`src/rtl/mem_ctrl.sv`:
```
// Load/store unit to word-wide memory bridge: byte/halfword lane handling, read-modify-write
// for sub-word stores, per-phase ack timeout. Optional misalignment trap: MEM_MISALIGN_CHK_EN.

`ifndef CPU_WIDTH
`define CPU_WIDTH 32
`endif
`ifndef MEM_OP_WIDTH
`define MEM_OP_WIDTH 4
`define MEM_LB  4'h0
`define MEM_LH  4'h1
`define MEM_LW  4'h2
`define MEM_LBU 4'h4
`define MEM_LHU 4'h5
`define MEM_SB  4'h8
`define MEM_SH  4'h9
`define MEM_SW  4'hA
`endif

// state | meaning
// IDLE  | waiting for lsu_req, operands latched on accept
// RD    | word read in flight (loads, and the read half of SB/SH)
// WR    | word write in flight (SW, or merged word of SB/SH)
// RESP  | access finished; done/err/rdata registered on the way out
module mem_ctrl #(
    parameter int WAIT_MAX = 15
) (
    input  logic                     clk,
    input  logic                     rst,
    input  logic                     lsu_req,
    input  logic [`MEM_OP_WIDTH-1:0] lsu_op,
    input  logic [`CPU_WIDTH-1:0]    lsu_addr,
    input  logic [`CPU_WIDTH-1:0]    lsu_wdata,
    output logic [`CPU_WIDTH-1:0]    lsu_rdata,
    output logic                     lsu_done,
    output logic                     lsu_busy,
    output logic                     lsu_err,
    output logic                     mem_req,
    output logic                     mem_we,
    output logic [`CPU_WIDTH-1:0]    mem_addr,
    output logic [`CPU_WIDTH-1:0]    mem_wdata,
    input  logic [`CPU_WIDTH-1:0]    mem_rdata,
    input  logic                     mem_ack
);

    localparam int CW = $clog2(WAIT_MAX + 1);

    typedef enum logic [1:0] {IDLE, RD, WR, RESP} state_t;

    state_t                     r_state;
    state_t                     w_next;
    logic [`MEM_OP_WIDTH-1:0]   r_op;
    logic [1:0]                 r_addr_lo;
    logic [15:0]                r_wdata;
    logic [`CPU_WIDTH-1:0]      r_rd_word;
    logic [CW-1:0]              r_cnt;
    logic                       r_fail;
    logic                       r_mem_req;
    logic                       r_mem_we;
    logic [`CPU_WIDTH-1:0]      r_mem_addr;
    logic [`CPU_WIDTH-1:0]      r_mem_wdata;
    logic [`CPU_WIDTH-1:0]      r_lsu_rdata;
    logic                       r_lsu_done;
    logic                       r_lsu_busy;
    logic                       r_lsu_err;

    logic                       w_misalign;
    logic                       w_timeout;
    logic [`CPU_WIDTH-1:0]      w_merge;
    logic [`CPU_WIDTH-1:0]      w_load;
    logic [7:0]                 w_byte;
    logic [15:0]                w_half;

`ifdef MEM_MISALIGN_CHK_EN
    assign w_misalign = (lsu_op[1:0] == 2'd1) ? lsu_addr[0] :
                        (lsu_op[1:0] == 2'd2) ? (lsu_addr[1:0] != 2'b00) : 1'b0;
`else
    assign w_misalign = 1'b0;
`endif

    // Last cycle of the wait window; an ack in that same cycle still wins.
    assign w_timeout = (r_cnt == CW'(WAIT_MAX - 1)) && !mem_ack;

    always_comb begin
        w_next = r_state;
        case (r_state)
            IDLE: begin
                if (lsu_req) begin
                    if (w_misalign)
                        w_next = RESP;
                    else if (lsu_op[3] && lsu_op[1])
                        w_next = WR;
                    else
                        w_next = RD;
                end
            end
            RD: begin
                if (mem_ack)
                    w_next = r_op[3] ? WR : RESP;
                else if (w_timeout)
                    w_next = RESP;
            end
            WR: begin
                if (mem_ack || w_timeout)
                    w_next = RESP;
            end
            RESP:    w_next = IDLE;
            default: w_next = IDLE;
        endcase
    end

    always_comb begin
        w_merge = mem_rdata;
        if (r_op[0]) begin
            if (r_addr_lo[1])
                w_merge[31:16] = r_wdata[15:0];
            else
                w_merge[15:0] = r_wdata[15:0];
        end else begin
            w_merge[{r_addr_lo, 3'b000} +: 8] = r_wdata[7:0];
        end
    end

    always_comb begin
        w_byte = r_rd_word[{r_addr_lo, 3'b000} +: 8];
        w_half = r_addr_lo[1] ? r_rd_word[31:16] : r_rd_word[15:0];
        case (r_op[1:0])
            2'd0:    w_load = r_op[2] ? {{(`CPU_WIDTH-8){1'b0}}, w_byte}
                                      : {{(`CPU_WIDTH-8){w_byte[7]}}, w_byte};
            2'd1:    w_load = r_op[2] ? {{(`CPU_WIDTH-16){1'b0}}, w_half}
                                      : {{(`CPU_WIDTH-16){w_half[15]}}, w_half};
            default: w_load = r_rd_word;
        endcase
    end

    always_ff @(posedge clk or posedge rst) begin
        if (rst) begin
            r_state     <= IDLE;
            r_op        <= '0;
            r_addr_lo   <= '0;
            r_wdata     <= '0;
            r_rd_word   <= '0;
            r_cnt       <= '0;
            r_fail      <= 1'b0;
            r_mem_req   <= 1'b0;
            r_mem_we    <= 1'b0;
            r_mem_addr  <= '0;
            r_mem_wdata <= '0;
            r_lsu_rdata <= '0;
            r_lsu_done  <= 1'b0;
            r_lsu_busy  <= 1'b0;
            r_lsu_err   <= 1'b0;
        end else begin
            r_state    <= w_next;
            r_mem_req  <= (w_next == RD) || (w_next == WR);
            r_mem_we   <= (w_next == WR);
            r_lsu_busy <= (w_next != IDLE);
            r_lsu_done <= (r_state == RESP);
            r_lsu_err  <= (r_state == RESP) && r_fail;

            if ((w_next == RD || w_next == WR) && (w_next != r_state))
                r_cnt <= '0;
            else if ((r_state == RD || r_state == WR) && (r_cnt != CW'(WAIT_MAX)))
                r_cnt <= r_cnt + 1'b1;

            case (r_state)
                IDLE: begin
                    if (lsu_req) begin
                        r_op       <= lsu_op;
                        r_addr_lo  <= lsu_addr[1:0];
                        r_wdata    <= lsu_wdata[15:0];
                        r_fail     <= (w_next == RESP);
                        r_mem_addr <= {lsu_addr[`CPU_WIDTH-1:2], 2'b00};
                        if (w_next == WR)
                            r_mem_wdata <= lsu_wdata;
                    end
                end
                RD: begin
                    if (mem_ack) begin
                        if (r_op[3])
                            r_mem_wdata <= w_merge;
                        else
                            r_rd_word <= mem_rdata;
                    end else if (w_timeout) begin
                        r_fail <= 1'b1;
                    end
                end
                WR: begin
                    if (w_timeout)
                        r_fail <= 1'b1;
                end
                RESP: begin
                    if (!r_fail && !r_op[3])
                        r_lsu_rdata <= w_load;
                end
                default: ;
            endcase
        end
    end

    assign lsu_rdata = r_lsu_rdata;
    assign lsu_done  = r_lsu_done;
    assign lsu_busy  = r_lsu_busy;
    assign lsu_err   = r_lsu_err;
    assign mem_req   = r_mem_req;
    assign mem_we    = r_mem_we;
    assign mem_addr  = r_mem_addr;
    assign mem_wdata = r_mem_wdata;

endmodule

```
`config.mk`:
```
export PLATFORM = sky130hd
export DESIGN_NAME = mem_ctrl
export DESIGN_NICKNAME = d
export VERILOG_FILES = /design/src/rtl/mem_ctrl.sv
export SDC_FILE = /design/constraint.sdc
export NUM_CORES = 1
export LEC_CHECK = 0
export CAP_MARGIN = 20
export CORE_UTILIZATION = 39
export CTS_CLUSTER_DIAMETER = 150
export DETAILED_ROUTE_END_ITERATION = 7
export GPL_TIMING_DRIVEN = 1
export PLACE_DENSITY = 0.67
export RECOVER_POWER = 25
export SYNTH_ARGS = -nofsm -noshare
export SYNTH_HDL_FRONTEND = slang
export SYNTH_SLANG_ARGS = --single-unit
```
`constraint.sdc`:
```
create_clock -name clk -period 13.2 [get_ports clk]
set_input_delay 2.64 -clock clk [delete_from_list [all_inputs] [get_ports clk]]
set_output_delay 2.64 -clock clk [all_outputs]
set_load 0.005 [all_outputs]
```
### After elaboration in Yosys (flattened, before gate mapping)

Cells that the tools add are included.

* bits in registers: 160
* RAM bits: 0
* bits in latches: 0
* memories: 0
* logic and storage cells: 85
* bits of input ports: 104
* bits in read-only memories: 0
* output and inout bits: 101

* multiplexer cells: 26
* order comparisons: 0
* add/sub/neg operators: 2
* reductions and logical operators: 23
* shifts and indexed selects: 3
* bitwise gates (word level): 1
* multipliers: 0
* equal/unequal tests: 15
* div/mod/pow operators: 0

Operator list (number)
* 32-bit 2-to-1 mux: 7
* 32-bit case mux with 2 select lines: 2
* 16-bit 2-to-1 mux: 3
* 32-bit bitwise mux: 1
* 8-bit by 7-bit variable shift with 32-bit output, first input constant: 1
* 32-bit by 6-bit indexed part select with 8-bit output: 1
* 8-bit by 7-bit indexed part select with 32-bit output: 1
* 2-bit 2-to-1 mux: 5
* 2-bit inequality test, second input constant: 5
* 2-bit equality test, second input constant: 4
* 4-bit 2-to-1 mux: 2
* 2-bit case mux with 4 select lines: 1
* 5-bit negator with 7-bit output: 1
* 2-bit by 1-bit equality test with 1-bit output, second input constant: 3
* 1-bit logical AND: 6
* 3-bit AND reduction: 2
* 2-bit nonzero test: 3
* 5-bit AND reduction: 1
* 4-bit by 1-bit adder with 4-bit output, second input constant: 1
* 4-bit equality test, second input constant: 1
* 2-bit logical NOT: 2
* 1-bit 2-to-1 mux: 4
* 4-bit inequality test, second input constant: 1
* 2-bit AND reduction: 2
* other kinds (6): 10

### Depth between registers and ports, before layout

* depth after elaboration: 9
* depth in mapped cells: 12
* mapped depth without buffers: 11

### Worst setup path before layout

Ideal clock, no wire load.

* kind: input to register
* start: input mem_ack
* end: register r_cnt[2]
* arrival time: 4.489 ns
* required time: 13.104 ns
* path slack: 8.616 ns
* stages: 9
* buffers on the path: 0
* setup time: 0.096 ns
* path through: a31o_1 -> or4_4 -> and3_4 -> inv_1 -> ha_1 -> inv_1 -> nor2_1 -> a221o_2 -> nor4_2

* longest elaborated chain between the ends: 9
* elaborated cells between the ends (all ways): 14
* classes of those cells: eq/ne: 3; mux: 5; reduce/logical: 6

Ends and longest elaborated chain
* from (decl): RTL line 42 `input logic mem_ack`
* 1-bit logical NOT: RTL line 81 `assign w_timeout = (r_cnt == CW'(WAIT_MAX - 1)) && !mem_ack;`
* 1-bit logical AND: RTL line 81
* 2-bit 2-to-1 mux / 1-bit logical OR (equally long branches): RTL line 99, 103
* 2-bit 2-to-1 mux (on tied branches): RTL line 97, 103
* 2-bit case mux with 4 select lines (*): RTL line 85 `case (r_state)`
* named net w_next[1]: RTL line 50 `state_t w_next;`
* 2-bit by 1-bit equality test with 1-bit output / 2-bit equality test (equally long branches): RTL line 160 `if ((w_next == RD || w_next == WR) && (w_next != r_state))`
* 1-bit logical OR: RTL line 160
* 1-bit logical AND (*): RTL line 160
* 4-bit 2-to-1 mux / 2-bit nonzero test (equally long branches)
* to (signal assigned): RTL line 163 `r_cnt <= r_cnt + 1'b1;`
* to (decl): RTL line 55 `logic [CW-1:0] r_cnt;`

The timed path passes the listed nets; every way through them passes the cells marked *.
A chain may end at the register's enable or synchronous reset.

==> results.json <==
{
  "core-area_mm2": 0.01883,
  "overflow": 0,
  "gp_congestion": 0.8444,
  "drt_iter0_drc": 385,
  "first_pass_iters": 5,
  "grt_usage_pct": 23.03,
  "n_fill_cell": 1663,
  "cts-htree-levels": 4,
  "avgSynthCellArea_um2": 10.92,
  "tns_ns": 0,
  "crit_type": "in2async",
  "finalNonFillerCells": 1152,
  "cp.arrival_ns": 6.68,
  "min_period_ns": 6.227,
  "hpwl_um": 15760,
  "yosysMostFrequentCell": "dfrtp_1",
  "grt_max_degree": 99,
  "drt_wl_total_um": 22070,
  "finalSetupViolCount": 0,
  "powerDensity_mw_per_mm2": 259.5,
  "crit_buf_inv": 3,
  "worst_slack_ns": 6.973,
  "die_area_mm2": 0.01985,
  "clk_path_buf_depth": 2,
  "synth_flop_cell": "dfrtp_1",
  "yosys-top-cells-count": "160 x dfrtp_1, 85 x mux2_2, 85 x nand2_1",
  "yosysUniqueCellTypes": 47,
  "critical-path-top-delay-family": "buffers and inverters",
  "tightestPinTransition_ns": 4.394,
  "cts-buffers-inserted": 17,
  "grt_pass1_vias": 6140,
  "io_pins": 205,
  "cts_setup_buffers": 0,
  "grt_pass1_wl_um": 34360,
  "max_cap_viol_count": 2,
  "pre_cts_ws_ns": 7.964,
  "slowest_stage": "clkinvlp_2",
  "wire_per_inst_um": 19.16,
  "slew_headroom_pct": -194.6,
  "initial_utilization_pct": 39.95,
  "fin_nets": 998,
  "ir_worst_vdd_mv": 0.1159,
  "seq_power_share_pct": 35.0,
  "ys_ff_latch": 160,
  "antenna_found_initial": 3,
  "p_leak_nw": 4.333,
  "place_inst": 1119,
  "die_width_um": 140.9,
  "yosysWarningCount": 0,
  "holdWs_ns": 0.4765,
  "yosys.area.top_type": "dfrtp_1",
  "port_buffers": 202,
  "synthArstFlopShare_pct": 100.0,
  "fin_util_pct": 55.21,
  "worstPathRequired_ns": 13.66,
  "slew_viol_final": 146,
  "post_cts_resized": 0,
  "dr_total_vias": 6110,
  "cts_hold_buffers": 0,
  "status": "complete, but fails checks",
  "clkPwrFrac_pct": 18.8,
  "finalCritPeriodShare_pct": 47.17,
  "p_sw_share_pct": 37.20,
  "path_clk_slew_ns": 0.06,
  "yosysSeqAreaShare_pct": 53.22,
  "hp-class": "reg2reg",
  "ys_top_cells_by_area": "dfrtp_1 53%, mux2_2 13%, o21ai_0 4.4%",
  "clkLatencyLatePin_ns": 0.43,
  "ant_nets": 0,
  "syn_area_mm2": 0.007523,
  "critPathMaxStageDelay_ns": 2.45,
  "vias_per_cell": 5.304,
  "synth_top_cell_area_share_pct": 53.22,
  "rsz0062_at_grt": "no",
  "placed_cell_area_mm2": 0.009798,
  "path_cells": "dlygate4sd3_1, clkinvlp_2, buf_4",
  "combPwrFrac_pct": 46.2,
  "area_delta_synth_final_pct": 38.18,
  "root_buffer": "clkbuf_16",
  "hold_viol_final": 0,
  "drive_above_1_share_pct": 15.38,
  "p_int_mw": 1.694,
  "postLayoutCellArea_mm2": 0.01040,
  "power_mw": 2.697,
  "cts_tree": "built",
  "synth_edf_count": 0,
  "critical_path.max_fanout": 98,
  "die_y_um": 140.9,
  "row_count": 50,
  "cts.sinks": 160,
  "p_switching_mw": 1.003,
  "start_kind": "input pin",
  "end_kind": "async pin",
  "drc_errors": 0,
  "fmax_ghz": 0.1606,
  "violations": "max-capacitance violations, max-slew violations",
  "skew_ns": 0.01113,
  "synth_cells": 689
}
path summary, 6_finish.rpt:
kind / from / slack [ns] / cells past startpoint / to
worst max-delay path: rst / 6.97 / 3 / lsu_busy$_DFF_PP0_
worst min-delay path: mem_wdata[13]$_DFFE_PP0P_ / 0.48 / 2 / mem_wdata[13]$_DFFE_PP0P_
min in group asynchronous: rst / 4.00 / 2 / mem_addr[10]$_DFFE_PP0P_
worst min register to register: mem_wdata[13]$_DFFE_PP0P_ / 0.48 / 2 / mem_wdata[13]$_DFFE_PP0P_
max in group clk: mem_ack / 8.41 / 10 / r_cnt[2]$_DFFE_PP0P_
worst max register to register: r_addr_lo[1]$_DFFE_PP0P_ / 9.09 / 6 / lsu_rdata[10]$_DFFE_PP0P_
layout make-up:
type | instances | area [um2] | share of cell area (%)
Multi-Input combinational cell | 469 | 3291 | 31.65
Inverter | 16 | 61.31 | 0.5897
Timing Repair Buffer | 214 | 2105 | 20.24
Tap cell | 260 | 325.3 | 3.129
Clock inverter | 13 | 163.9 | 1.577
Antenna cell | 1 | 2.502 | 0.02407
Clock buffer | 19 | 442.9 | 4.260
Sequential cell | 160 | 4005 | 38.52
placed cells by master (no fill, tap or decap), drive strengths merged, types with 2 or more instances in the layout:
cell type / count
clkdlybuf4s50: 201
dfrtp: 160
mux2: 85
nand2: 85
o21ai: 68
a21oi: 42
a221oi: 32
nor2: 30
mux2i: 25
clkbuf: 21
a211oi: 18
o22ai: 16
ha: 16
inv: 14
nor3: 10
buf: 10
a31oi: 7
clkinvlp: 6
clkinv: 6
nand3: 5
bufinv: 3
o211ai: 2
nand2b: 2
conb: 2
and4b: 2
nor3b: 2
registers in the layout, indices dropped and copies added, names as in the netlist, 4 cells and up:
signal,cells
mem_wdata,32
mem_addr,30
r_cnt,4
r_rd_word,32
r_op,4
lsu_rdata,32
r_wdata,16
power by group through the flow:
stage                     registers [mW]  clock network, mW  logic [mW]
after floorplan                    0.889                  0       0.729
after global placement             0.941                  0        1.22
after detailed placement           0.944                  0        1.24
after CTS                          0.940              0.518        1.25
after global routing               0.973              0.537        1.38
final                              0.944              0.507        1.25
kinds of logic after synthesis:
family / share of synthesized area (%)
buffers and inverters: 3.193
AND/OR/NAND/NOR: 8.648
adder cells (fa/ha/maj): 2.661
flip-flops: 53.22
other: 0.04984
multiplexers: 16.35
XOR/XNOR: 0.1164
AO/OA/AOI/OAI: 15.77
worst register-to-register path: stages, from the launching register on:
cell and delay [ns]:
dfrtp_2 0.35, clkbuf_1 1.89, mux4_2 0.55, nand2_1 0.09, o21ai_0 0.70, o22ai_1 0.23
o21ai_0 0.20
routing by layer:
| layer | GRT usage [%] | wire length [um] |
|---|---|---|
| met1 | 29.89 | 9593 |
| met2 | 36.06 | 10160 |
| met3 | 7.235 | 1857 |
| met4 | 8.638 | 454 |
| met5 | 0 | 12 |
(Power assumes the default switching activity.)
